`src/rtl/digit_entry_pkg.sv`:
```
// Shared types and constants for the decimal digit entry block.
package digit_entry_pkg;

    typedef enum logic {
        IDLE = 1'b0,
        BKSP = 1'b1
    } state_t;

    localparam int TEN         = 10;
    localparam int MAX_MAG_DEF = 255;
    localparam int DIV_CYCLES  = 8;
    // 10*255 + 9 = 2559 needs 12 bits
    localparam int CAND_W      = 12;

endpackage

```
`src/rtl/digit_entry_div10_seq.sv`:
```
// Sequential restoring divide-by-10 of an 8-bit value, one quotient bit per cycle.
module div10_seq
    import digit_entry_pkg::*;
(
    input  logic       clk,
    input  logic       reset_n,
    input  logic       start,
    input  logic       abort,
    input  logic [7:0] dividend,
    output logic [7:0] quotient,
    output logic       done
);

    logic [2:0] cnt;
    logic [3:0] rem;
    logic [7:0] sh;
    logic       running;
    logic [4:0] trial;
    logic       ge;
    logic [3:0] rem_next;

    always_comb begin
        trial    = {rem, sh[7]};
        ge       = (trial >= 5'(TEN));
        rem_next = ge ? 4'(trial - 5'(TEN)) : trial[3:0];
        // Final quotient bit is folded in combinationally so the caller can
        // capture the result on the terminal-count cycle itself.
        quotient = {sh[6:0], ge};
        done     = running && (cnt == 3'd0);
    end

    always_ff @(posedge clk or negedge reset_n) begin
        if (!reset_n) begin
            cnt     <= '0;
            rem     <= '0;
            sh      <= '0;
            running <= 1'b0;
        end else if (abort) begin
            running <= 1'b0;
        end else if (start) begin
            sh      <= dividend;
            rem     <= '0;
            cnt     <= 3'(DIV_CYCLES - 1);
            running <= 1'b1;
        end else if (running) begin
            sh  <= {sh[6:0], ge};
            rem <= rem_next;
            cnt <= cnt - 3'd1;
            if (cnt == 3'd0)
                running <= 1'b0;
        end
    end

endmodule

```
`src/rtl/digit_entry.sv`:
```
// Builds a signed-magnitude value from decimal key presses; commit on enter.
//  state | meaning
//  IDLE  | accepts clear/enter/backspace/digit/neg_toggle in that priority
//  BKSP  | divider running; only clear is honoured (aborts the divide)
module digit_entry
    import digit_entry_pkg::*;
#(
    parameter int MAX_MAG = MAX_MAG_DEF
) (
    input  logic       clk,
    input  logic       reset_n,
    input  logic       digit_valid,
    input  logic [3:0] digit,
    input  logic       neg_toggle,
    input  logic       backspace,
    input  logic       clear,
    input  logic       enter,
    output logic [7:0] edit_mag,
    output logic       edit_neg,
    output logic [7:0] out_mag,
    output logic       out_neg,
    output logic       out_valid,
    output logic       busy,
    output logic       overflow
);

    state_t              state;
    logic [CAND_W-1:0]   cand;
    logic                div_start;
    logic                div_abort;
    logic [7:0]          div_q;
    logic                div_done;

    always_comb begin
        cand      = CAND_W'(edit_mag) * CAND_W'(TEN) + CAND_W'(digit);
        div_start = (state == IDLE) && backspace && !clear && !enter;
        div_abort = (state == BKSP) && clear;
    end

    div10_seq u_div (
        .clk      (clk),
        .reset_n  (reset_n),
        .start    (div_start),
        .abort    (div_abort),
        .dividend (edit_mag),
        .quotient (div_q),
        .done     (div_done)
    );

    always_ff @(posedge clk or negedge reset_n) begin
        if (!reset_n) begin
            state     <= IDLE;
            edit_mag  <= '0;
            edit_neg  <= 1'b0;
            out_mag   <= '0;
            out_neg   <= 1'b0;
            out_valid <= 1'b0;
            busy      <= 1'b0;
            overflow  <= 1'b0;
        end else begin
            out_valid <= 1'b0;
            overflow  <= 1'b0;
            case (state)
                IDLE: begin
                    if (clear) begin
                        edit_mag <= '0;
                        edit_neg <= 1'b0;
                    end else if (enter) begin
                        out_mag   <= edit_mag;
                        out_neg   <= edit_neg;
                        out_valid <= 1'b1;
                        edit_mag  <= '0;
                        edit_neg  <= 1'b0;
                    end else if (backspace) begin
                        state <= BKSP;
                        busy  <= 1'b1;
                    end else if (digit_valid) begin
                        if (digit < 4'(TEN)) begin
                            if (cand <= CAND_W'(MAX_MAG))
                                edit_mag <= cand[7:0];
                            else
                                overflow <= 1'b1;
                        end
                    end else if (neg_toggle) begin
                        edit_neg <= ~edit_neg;
                    end
                end
                BKSP: begin
                    if (clear) begin
                        edit_mag <= '0;
                        edit_neg <= 1'b0;
                        state    <= IDLE;
                        busy     <= 1'b0;
                    end else if (div_done) begin
                        edit_mag <= div_q;
                        state    <= IDLE;
                        busy     <= 1'b0;
                    end
                end
                default: begin
                    state <= IDLE;
                    busy  <= 1'b0;
                end
            endcase
        end
    end

endmodule
```
`config.mk`:
```
export PLATFORM = sky130hd
export DESIGN_NAME = digit_entry
export DESIGN_NICKNAME = d
export VERILOG_FILES = /design/src/rtl/digit_entry_pkg.sv /design/src/rtl/digit_entry_div10_seq.sv /design/src/rtl/digit_entry.sv
export SDC_FILE = /design/constraint.sdc
export NUM_CORES = 1
export LEC_CHECK = 0
export CAP_MARGIN = 15
export CORE_MARGIN = 4
export CORE_UTILIZATION = 55
export CTS_CLUSTER_SIZE = 14
export DETAILED_ROUTE_END_ITERATION = 6
export PLACE_DENSITY_LB_ADDON = 0.12
export REMOVE_ABC_BUFFERS = 1
export SETUP_SLACK_MARGIN = 0.5
export SLEW_MARGIN = 30
export SYNTH_ARGS = -nofsm -noshare
export SYNTH_HDL_FRONTEND = slang
export SYNTH_SLANG_ARGS = --single-unit
```
`constraint.sdc`:
```
create_clock -name clk -period 5.56 [get_ports clk]
set_input_delay 1.112 -clock clk [delete_from_list [all_inputs] [get_ports clk]]
set_output_delay 1.112 -clock clk [all_outputs]
set_load 0.01 [all_outputs]
```
==> results.sh, run 1 <==
export IMPL_status="finished, final reports clean"
export IMPL_ir_drop_uv=221.8
export IMPL_coreArea_um2=4000
export IMPL_netlist_area_leader_share_pct=41.90
export IMPL_hold_class="flop to flop"
export IMPL_synth_area_top_cells="dfrtp_1 42%, ha_1 9.9%, nand2_1 6.8%"
export IMPL_rows=23
export IMPL_fmax_ghz=0.3180
export IMPL_syn_area_um2=2270
export IMPL_overflow=0
export IMPL_nets=293
export IMPL_cts_hold_buf=0
export IMPL_maxSlewHeadroom_pct=44.16
export IMPL_cts_root_buf="clkbuf_8"
export IMPL_fin_crit_sh_pct=56.55
export IMPL_die_x_um=72.24
export IMPL_skew_ps=6.290
export IMPL_ys_warn_count=0
export IMPL_numPortBuffers=31
export IMPL_period_minus_slack_ps=3144
export IMPL_tightest_slew_ps=837.7
export IMPL_ys_flop_type="dfrtp_1"
export IMPL_critical_path_max_stage_delay_ps=470
export IMPL_criticalPathCategory="primary input to flop"
export IMPL_vias_per_cell=5.714
export IMPL_area_delta_synth_final_pct=18.96
export IMPL_htreeDepth=2
export IMPL_die_area_um2=5219
export IMPL_cts_tree="yes"
export IMPL_ys_seq_area_share_pct=41.90
export IMPL_grt_pass1_wl_mm=8.983
export IMPL_place_inst=305
export IMPL_drc=0
export IMPL_r2r_cells=11
export IMPL_cts_sinks=38
export IMPL_slowest_stage="clkdlybuf4s50_1"
export IMPL_power_leakage_nw=1.258
export IMPL_ioPinCount=32
export IMPL_final_hold_violation_count=0
export IMPL_synth_common_cells="41 x nand2_1, 38 x dfrtp_1, 18 x ha_1, 15 x nor2_1, 13 x a21oi_1"
export IMPL_synthCells=231
export IMPL_finalInstanceArea_um2=2700
export IMPL_p_per_area_nw_per_um2=382.5
export IMPL_synth_seq_cells=38
export IMPL_finalSetupTns_ps=0
export IMPL_antenna_cells=0
export IMPL_synth_enable_flop_cells=0
export IMPL_yosysTopAreaCell="dfrtp_1"
export IMPL_antenna_found_initial=0
export IMPL_critPathArrivalTime_ps=3330
export IMPL_fin_cells=311
export IMPL_layout_drive_gt1_share_pct=9.579
export IMPL_dieHeight_um=72.24
export IMPL_postRouteAntennaNets=0
export IMPL_numCtsBuffers=5
export IMPL_finalPower_mw=1.033
export IMPL_finalSetupViolCount=0
export IMPL_ctsResizeCount=0
export IMPL_clkSlewWorstSetupHoldPaths_ps=70
export IMPL_wl_mm=5.109
export IMPL_cp_required_ps=5750
export IMPL_vias=1777
export IMPL_slew_viol_final=0
export IMPL_worst_path_max_fanout=9
export IMPL_start_kind="primary input"
export IMPL_cts_setup_buffers=0
export IMPL_avgRoutedWirePerCell_um=16.43
export IMPL_worstSetupEndpointType="flop"
export IMPL_synth_area_per_cell_um2=9.825
export IMPL_grt_pass1_vias=1857
export IMPL_cap_violations=0
export IMPL_path_cells="clkdlybuf4s50_1 > ha_1 > a21o_1 > a21oi_1 > nor2_1 > and4_4 > o211ai_4 > a21boi_0 > o22a_1"
export IMPL_ys_types=44
export IMPL_detailed_place_hpwl_mm=3.643
export IMPL_gp_congestion=0.8097
export IMPL_synth_most_common_cell="nand2_1"
export IMPL_initial_utilization_pct=56.74
export IMPL_track_usage_pct=22.19
export IMPL_dpl_cell_area_um2=2618
export IMPL_holdPathStages=2
export IMPL_async_flop_share_pct=100.0
export IMPL_drtPass1Iterations=4
export IMPL_clock_latency_ps=290
export IMPL_rsz0062_at_grt="no"
export IMPL_grt_max_degree=39
export IMPL_drt_iter0_markers=129
export IMPL_clk_path_buf_depth=2
==> sequential cells by signal (all words and copies together) (netlist names) <==
register and flops:
edit_mag 8, u_div.rem 4, out_mag 8, state 1, overflow 1, out_neg 1
u_div.sh 8, u_div.running 1, edit_neg 1, u_div.cnt 3, busy 1, out_valid 1
==> cells in the final DEF (no fill, tap or decap), drive strengths merged, types with 2 or more instances in the layout <==
master | netlist | final
a2bb2oi | 6 | 6
a21boi | 2 | 2
clkdlybuf4s50 | 0 | 30
o22a | 2 | 2
dfrtp | 38 | 38
inv | 7 | 7
fa | 2 | 2
o211ai | 3 | 3
nor2 | 15 | 15
nand2 | 41 | 41
xor2 | 3 | 3
or2 | 2 | 2
nor2b | 4 | 4
and2 | 3 | 3
o31ai | 5 | 5
and3 | 2 | 2
a21oi | 14 | 14
nor3b | 2 | 2
a21o | 4 | 4
a31oi | 9 | 9
clkbuf | 7 | 6
buf | 2 | 3
mux2 | 9 | 9
xnor2 | 7 | 7
o21ai | 10 | 10
ha | 18 | 18
nand2b | 2 | 2
==> worst paths after layout <==
kind / startpoint / end / slack [ps]
setup reg to reg: edit_mag[1]$_DFFE_PN0P_ / edit_mag[4]$_DFFE_PN0P_ / 2620
min in group asynchronous: reset_n / edit_mag[3]$_DFFE_PN0P_ / 920
hold / removal: busy$_DFFE_PN0P_ / busy$_DFFE_PN0P_ / 500
setup / recovery: digit[2] / edit_mag[4]$_DFFE_PN0P_ / 2420
max in group asynchronous: reset_n / out_mag[0]$_DFFE_PN0P_ / 4120
hold reg to reg: busy$_DFFE_PN0P_ / busy$_DFFE_PN0P_ / 500
==> final cells by class <==
type | instances | area (um2)
clock buffers | 6 | 82.58
fillers | 347 | 1300
inverters | 7 | 26.28
multi-input cells | 177 | 1257
flip-flops and latches | 38 | 950.9
well taps | 50 | 62.56
repair buffers | 33 | 320.3
==> logic make-up after synthesis <==
logic type | after synthesis | synth area share, %
and+or+nand+nor | 78 | 16.59
AOI/OAI and AO/OA | 59 | 18.36
DFF | 38 | 41.90
adders and majority gates | 20 | 11.69
buffers and inverters | 16 | 2.701
xor gates and xnor gates | 10 | 3.859
muxes | 10 | 4.906
==> critical path, delay by kind of cell <==
family                     cells  cell delay, ps
AOI/OAI and AO/OA              5            1140
buffers and inverters          1             470
adders and majority gates      1             310
and+or+nand+nor                2             300
==> where the power goes <==
part           internal [mW]  total [mW]  switching (mW)
Combinational          0.199       0.417           0.218
Sequential             0.356       0.427          0.0703
Clock                 0.0956       0.189          0.0937
==> metrics by stage <==
stage | util [%] | hold slack [ps] | setup WS, ps
final | 67.50 | 501.7 | 2416
after global routing | 67.50 | 533.8 | 2216
after CTS | 67.50 | 505.5 | 2419
after detailed placement | 65.44 | 486.6 | 2121
after global placement | 65.44 | 466.4 | 2200
after floorplan | - | 479.0 | 2759
==> layer usage <==
layer	vias to the layer above	track usage (%)	share of wire, %
li1	878	-	-
met1	845	31.45	48
met2	45	33.57	46
met3	9	6.233	4.9
met4	0	5.846	1.3
met5	-	0	0
No activity file was read; power rests on OpenSTA's default activity.
==> run 2, diff against run 1 <==
--- a/config.mk
+++ b/config.mk
@@ -7,7 +7,7 @@
 export LEC_CHECK = 0
 export CAP_MARGIN = 15
 export CORE_MARGIN = 4
-export CORE_UTILIZATION = 55
+export CORE_UTILIZATION = 54
 export CTS_CLUSTER_SIZE = 14
 export DETAILED_ROUTE_END_ITERATION = 6
 export PLACE_DENSITY_LB_ADDON = 0.12
==> constraint.sdc (replaced) <==
create_clock -name clk -period 3 [get_ports clk]
set_input_delay 0.6 -clock clk [delete_from_list [all_inputs] [get_ports clk]]
set_output_delay 0.6 -clock clk [all_outputs]
set_load 0.01 [all_outputs]
==> results.sh, run 2 (synthesis gave the netlist of run 1 again) <==
export IMPL_status="finished, final reports clean"
export IMPL_power_leakage_nw=1.418
export IMPL_final_util_pct=76.74
export IMPL_layout_commonest_cell="nand2_1"
export IMPL_overflow=0
export IMPL_path_cells="ha_1 > ha_2 > inv_2 > fa_2 > xnor2_2 > nand3b_1 > nor2_4 > buf_4 > a21oi_4 > o211ai_2 > a21boi_0 > o22a_1"
export IMPL_finalSetupTns_ps=0
export IMPL_ioPinCount=32
export IMPL_antenna_found_initial=0
export IMPL_fin_crit_sh_pct=93.76
export IMPL_critPathArrivalTime_ps=2990
export IMPL_slew_viol_final=0
export IMPL_p_seq_share_pct=35.3
export IMPL_layout_drive_gt1_share_pct=27.84
export IMPL_worstReg2RegStart="edit_mag[1]$_DFFE_PN0P_"
export IMPL_grt_max_degree=39
export IMPL_vias=2008
export IMPL_numPortBuffers=31
export IMPL_r2r_cells=12
export IMPL_clkPwrFrac_pct=19.3
export IMPL_pwr_share_comb_pct=45.4
export IMPL_fmax_ghz=0.3555
export IMPL_avgRoutedWirePerCell_um=18.24
export IMPL_cp_top_family="adder cells"
export IMPL_cts_root_buf="clkbuf_8"
export IMPL_antenna_cells=0
export IMPL_initial_utilization_pct=56.34
export IMPL_cts_tree="yes"
export IMPL_htreeDepth=2
export IMPL_area_delta_synth_final_pct=36.22
export IMPL_slowest_stage="dfrtp_1"
export IMPL_cap_violations=0
export IMPL_drtPass1Iterations=4
export IMPL_finalInstanceArea_um2=3092
export IMPL_tightest_slew_ps=849.5
export IMPL_die_area_um2=5304
export IMPL_gp_congestion=0.8633
export IMPL_nets=321
export IMPL_rows=23
export IMPL_cts_hold_buf=0
export IMPL_grt_pass1_vias=1958
export IMPL_drt_iter0_markers=177
export IMPL_rsz0062_at_grt="yes"
export IMPL_worstSetupEndpointType="flop"
export IMPL_vias_per_cell=5.889
export IMPL_p_per_area_nw_per_um2=713.9
export IMPL_cp_required_ps=3180
export IMPL_skew_ps=10.87
export IMPL_coreArea_um2=4029
export IMPL_dieHeight_um=72.83
export IMPL_maxSlewHeadroom_pct=43.37
export IMPL_start_kind="flop"
export IMPL_pre_cts_slack_ps=100.4
export IMPL_p_sw_uw=802.9
export IMPL_clk_path_buf_depth=2
export IMPL_period_minus_slack_ps=2813
export IMPL_path_buf_inv=2
export IMPL_dpl_cell_area_um2=2685
export IMPL_r2r_end="edit_mag[4]$_DFFE_PN0P_"
export IMPL_drc=0
export IMPL_top_regs="edit_mag (8), out_mag (8), u_div.sh (8)"
export IMPL_postRouteAntennaNets=0
export IMPL_worst_path_max_fanout=4
export IMPL_reg2reg_slack_ps=190
export IMPL_fillers=279
export IMPL_grt_pass1_wl_mm=9.860
export IMPL_wl_mm=6.219
export IMPL_clkSlewWorstSetupHoldPaths_ps=80
export IMPL_clock_latency_ps=290
export IMPL_ir_drop_uv=516.4
export IMPL_p_int_mw=1.404
export IMPL_numCtsBuffers=5
export IMPL_detailed_place_hpwl_mm=3.855
export IMPL_track_usage_pct=24.51
export IMPL_criticalPathCategory="flop to flop"
export IMPL_p_sw_share_pct=36.38
export IMPL_final_hold_violation_count=0
export IMPL_layout_setup_ws_ps=187.2
export IMPL_critical_path_max_stage_delay_ps=420
export IMPL_die_x_um=72.83
export IMPL_mostFrequentLayoutCells="40 x nand2_1, 36 x dfrtp_1, 30 x clkdlybuf4s50_1"
export IMPL_cts_sinks=38
export IMPL_finalSetupViolCount=0
export IMPL_hold_class="primary input to asynchronous set/reset pin"
run 2: changes by cell type in the layout (fill, tap and decap cells not counted), sizes merged:
cell    delta
clkbuf     +1
o211ai     +1
buf       +27
bufinv     +1
run 2: layout make-up:
type                       instances  area, um2  share of cell area, %
clock buffer                       7      76.32                  2.469
tap                               50      62.56                  2.023
sequential                        38      953.4                  30.84
inverter                           7      26.28                 0.8499
timing repair buffer              60      523.0                  16.92
multi-input combinational        178       1420                  45.93
clock inverter                     1      30.03                 0.9713
run 2: per-stage QoR:
step | hold WS [ps] | cells | power [mW]
after global routing | 455.6 | 341 | 2.366
after floorplan | 304.4 | 222 | 1.300
after global placement | 472.2 | 314 | 1.584
after detailed placement | 484.2 | 314 | 1.599
final | 405.1 | 341 | 2.207
after CTS | 432.7 | 333 | 2.126
run 2: repair_timing:
item / 4_1_cts / 5_1_grt
pin swaps: 13 / 12
gates cloned: 1 / 0
setup endpoints to repair: 8 / 15
resized for setup: 19 / 12
setup buffers: 10 / 8
run 2: metal layers:
layer	vias up	global-route usage, %	part of all wire [%]
met4	0	5.328	1.8
met2	86	36.97	47
met5	-	0	0
met1	974	35.70	44
met3	12	6.198	7.0
li1	936	-	-
run 2: worst max-delay path by stage:
stage                                   end  slack (ps)               startpoint  depth (start not counted)
global route        edit_mag[4]$_DFFE_PN0P_          80  edit_mag[3]$_DFFE_PN0P_                         12
finish              edit_mag[4]$_DFFE_PN0P_         190  edit_mag[1]$_DFFE_PN0P_                         12
floorplan           edit_mag[4]$_DFFE_PN0P_         310  edit_mag[1]$_DFFE_PN0P_                         11
detailed placement  edit_mag[3]$_DFFE_PN0P_         100                 digit[1]                          8
CTS                 edit_mag[1]$_DFFE_PN0P_         280  edit_mag[3]$_DFFE_PN0P_                         11
global placement    edit_mag[3]$_DFFE_PN0P_         180                 digit[1]                          8
run 2: worst register-to-register path, cell delays in order (launching register included):
cell and delay [ps]:
dfrtp_1 420, ha_1 300, ha_2 180, inv_2 40, fa_2 370, xnor2_2 190, nand3b_1 190, nor2_4 150
buf_4 140, a21oi_4 80, o211ai_2 270, a21boi_0 150, o22a_1 210
run 2: power groups by stage:
stage,logic (mW),clock network [mW],registers [mW]
after floorplan,0.516,0,0.784
after global placement,0.809,0,0.775
after detailed placement,0.821,0,0.779
after CTS,0.924,0.428,0.774
after global routing,1.11,0.454,0.797
final,1.00,0.426,0.779
==> run 3, diff against run 2 <==
--- a/config.mk
+++ b/config.mk
@@ -6,7 +6,8 @@
 export NUM_CORES = 1
 export LEC_CHECK = 0
 export CAP_MARGIN = 15
-export CORE_MARGIN = 4
+export CORE_ASPECT_RATIO = 1.5
+export CORE_MARGIN = 10
 export CORE_UTILIZATION = 54
 export CTS_CLUSTER_SIZE = 14
 export DETAILED_ROUTE_END_ITERATION = 6
==> results.sh, run 3 (synthesis gave the netlist of run 1 again) <==
export IMPL_overflow=0
export IMPL_cts_hold_buf=0
export IMPL_grt_pass1_wl_mm=10.17
export IMPL_nets=314
export IMPL_grt_max_degree=39
export IMPL_dpl_cell_area_um2=2671
export IMPL_grt_pass1_vias=1990
export IMPL_drt_iter0_markers=160
export IMPL_rows=28
export IMPL_r2r_cells=11
export IMPL_dieHeight_um=99.40
export IMPL_maxSlewHeadroom_pct=43.49
export IMPL_fmax_ghz=0.3578
export IMPL_clock_latency_ps=290
export IMPL_mostFrequentLayoutCells="41 x nand2_1, 34 x dfrtp_1, 30 x clkdlybuf4s50_1"
export IMPL_vias=2013
export IMPL_fin_crit_sh_pct=93.16
export IMPL_cts_tree="yes"
export IMPL_die_x_um=72.94
export IMPL_power_leakage_nw=1.377
export IMPL_wl_mm=6.549
export IMPL_worstSetupEndpointType="flop"
export IMPL_die_area_um2=7250
export IMPL_gp_congestion=0.9122
export IMPL_skew_ps=4.396
export IMPL_tightest_slew_ps=847.6
export IMPL_cp_required_ps=3220
export IMPL_top_regs="edit_mag (8), out_mag (8), u_div.sh (8)"
export IMPL_drtPass1Iterations=4
export IMPL_finalSetupViolCount=0
export IMPL_fin_cells=329
export IMPL_layout_drive_gt1_share_pct=27.46
export IMPL_critPathArrivalTime_ps=3010
export IMPL_htreeDepth=2
export IMPL_final_util_pct=77.79
export IMPL_start_kind="flop"
export IMPL_track_usage_pct=17.62
export IMPL_cts_sinks=38
export IMPL_ioPinCount=32
export IMPL_ir_drop_uv=615.6
export IMPL_critical_path_max_stage_delay_ps=450
export IMPL_detailed_place_hpwl_mm=4.194
export IMPL_status="finished, final reports clean"
export IMPL_slew_viol_final=0
export IMPL_timing_critical_path_mode_cell="ha_4"
export IMPL_fillers=258
export IMPL_worst_path_max_fanout=6
export IMPL_p_per_area_nw_per_um2=696.8
export IMPL_worstReg2RegStart="edit_mag[3]$_DFFE_PN0P_"
export IMPL_finalSetupTns_ps=0
export IMPL_cp_startpoint="edit_mag[3]$_DFFE_PN0P_"
export IMPL_layout_commonest_cell="nand2_1"
export IMPL_numPortBuffers=31
export IMPL_rsz0062_at_grt="yes"
export IMPL_clk_path_buf_depth=2
export IMPL_antenna_cells=0
export IMPL_area_delta_synth_final_pct=36.88
export IMPL_r2r_end="edit_mag[0]$_DFFE_PN0P_"
export IMPL_period_minus_slack_ps=2795
export IMPL_postRouteAntennaNets=0
export IMPL_reg2reg_slack_ps=210
export IMPL_initial_utilization_pct=56.83
export IMPL_drc=0
export IMPL_path_cells="ha_4 > ha_4 > inv_2 > fa_2 > nor2b_2 > o22ai_2 > xnor2_2 > and4_4 > o211ai_4 > a21oi_4 > a2bb2oi_2"
export IMPL_place_inst=308
export IMPL_vias_per_cell=6.119
export IMPL_slowest_stage="dfrtp_2"
export IMPL_antenna_found_initial=0
export IMPL_avgRoutedWirePerCell_um=19.91
export IMPL_cap_violations=0
export IMPL_clkSlewWorstSetupHoldPaths_ps=70
export IMPL_hold_class="primary input to asynchronous set/reset pin"
export IMPL_final_hold_violation_count=0
export IMPL_numCtsBuffers=5
export IMPL_coreArea_um2=3994
export IMPL_finalPower_mw=2.165
export IMPL_cts_root_buf="clkbuf_8"
export IMPL_criticalPathCategory="flop to flop"
export IMPL_finalInstanceArea_um2=3107
==> run 3: changes by cell type in the layout (fill, tap and decap cells not counted), sizes merged <==
cell	delta
buf	-7
bufinv	-1
clkinv	+1
==> run 3: area by class of cell <==
| type | count | area [um2] | area share [%] |
|---|---|---|---|
| flip-flops and latches | 38 | 955.9 | 30.77 |
| clock inverters | 1 | 5.005 | 0.1611 |
| multi-input cells | 178 | 1495 | 48.13 |
| inverters | 7 | 26.28 | 0.8458 |
| repair buffers | 53 | 481.7 | 15.51 |
| clock buffers | 7 | 86.33 | 2.779 |
| well taps | 45 | 56.30 | 1.812 |
==> run 3: metrics by stage <==
| stage | hold slack (ps) | setup WS [ps] |
|---|---|---|
| after floorplan | 304.4 | 309.3 |
| after global placement | 457.8 | 124.0 |
| after detailed placement | 471.9 | 97.83 |
| after CTS | 448.8 | 361.3 |
| after global routing | 474.2 | 116.5 |
| final | 406.6 | 205.1 |
==> run 3: worst max-delay path: cells and delay by family (launching register included) <==
| kind | cells | cell delay, ps |
|---|---|---|
| fa+ha+maj | 3 | 810 |
| compound gates | 4 | 740 |
| simple gates | 2 | 470 |
| flops | 1 | 450 |
| xor+xnor | 1 | 230 |
| buf+inv | 1 | 40 |
==> run 3: worst max-delay path by stage <==
stage	to	slack, ps	depth (start not counted)
2_1_floorplan	edit_mag[4]$_DFFE_PN0P_	310	11
3_3_place_gp	edit_mag[0]$_DFFE_PN0P_	120	8
3_5_place_dp	edit_mag[1]$_DFFE_PN0P_	100	8
4_1_cts	edit_mag[7]$_DFFE_PN0P_	360	11
5_1_grt	edit_mag[5]$_DFFE_PN0P_	120	11
6_report	edit_mag[0]$_DFFE_PN0P_	210	11
==> run 3: routing by layer <==
| metal | track usage (%) | share of wire, % |
|---|---|---|
| met1 | 19.81 | 40 |
| met2 | 29.32 | 51 |
| met3 | 3.980 | 4.4 |
| met4 | 10.26 | 5.1 |
| met5 | 0 | 0 |
==> run 3: power by group <==
group,internal [mW],switching [mW]
registers,0.662,0.117
clock network,0.185,0.178
logic,0.503,0.519
total,1.35,0.814
==> run 3: timing repair <==
item / CTS / global route
setup endpoints to repair: 9 / 9
buffers inserted: 9 / 3
gates resized for setup: 24 / 12
pin swaps: 18 / 4
gates cloned: 1 / 0
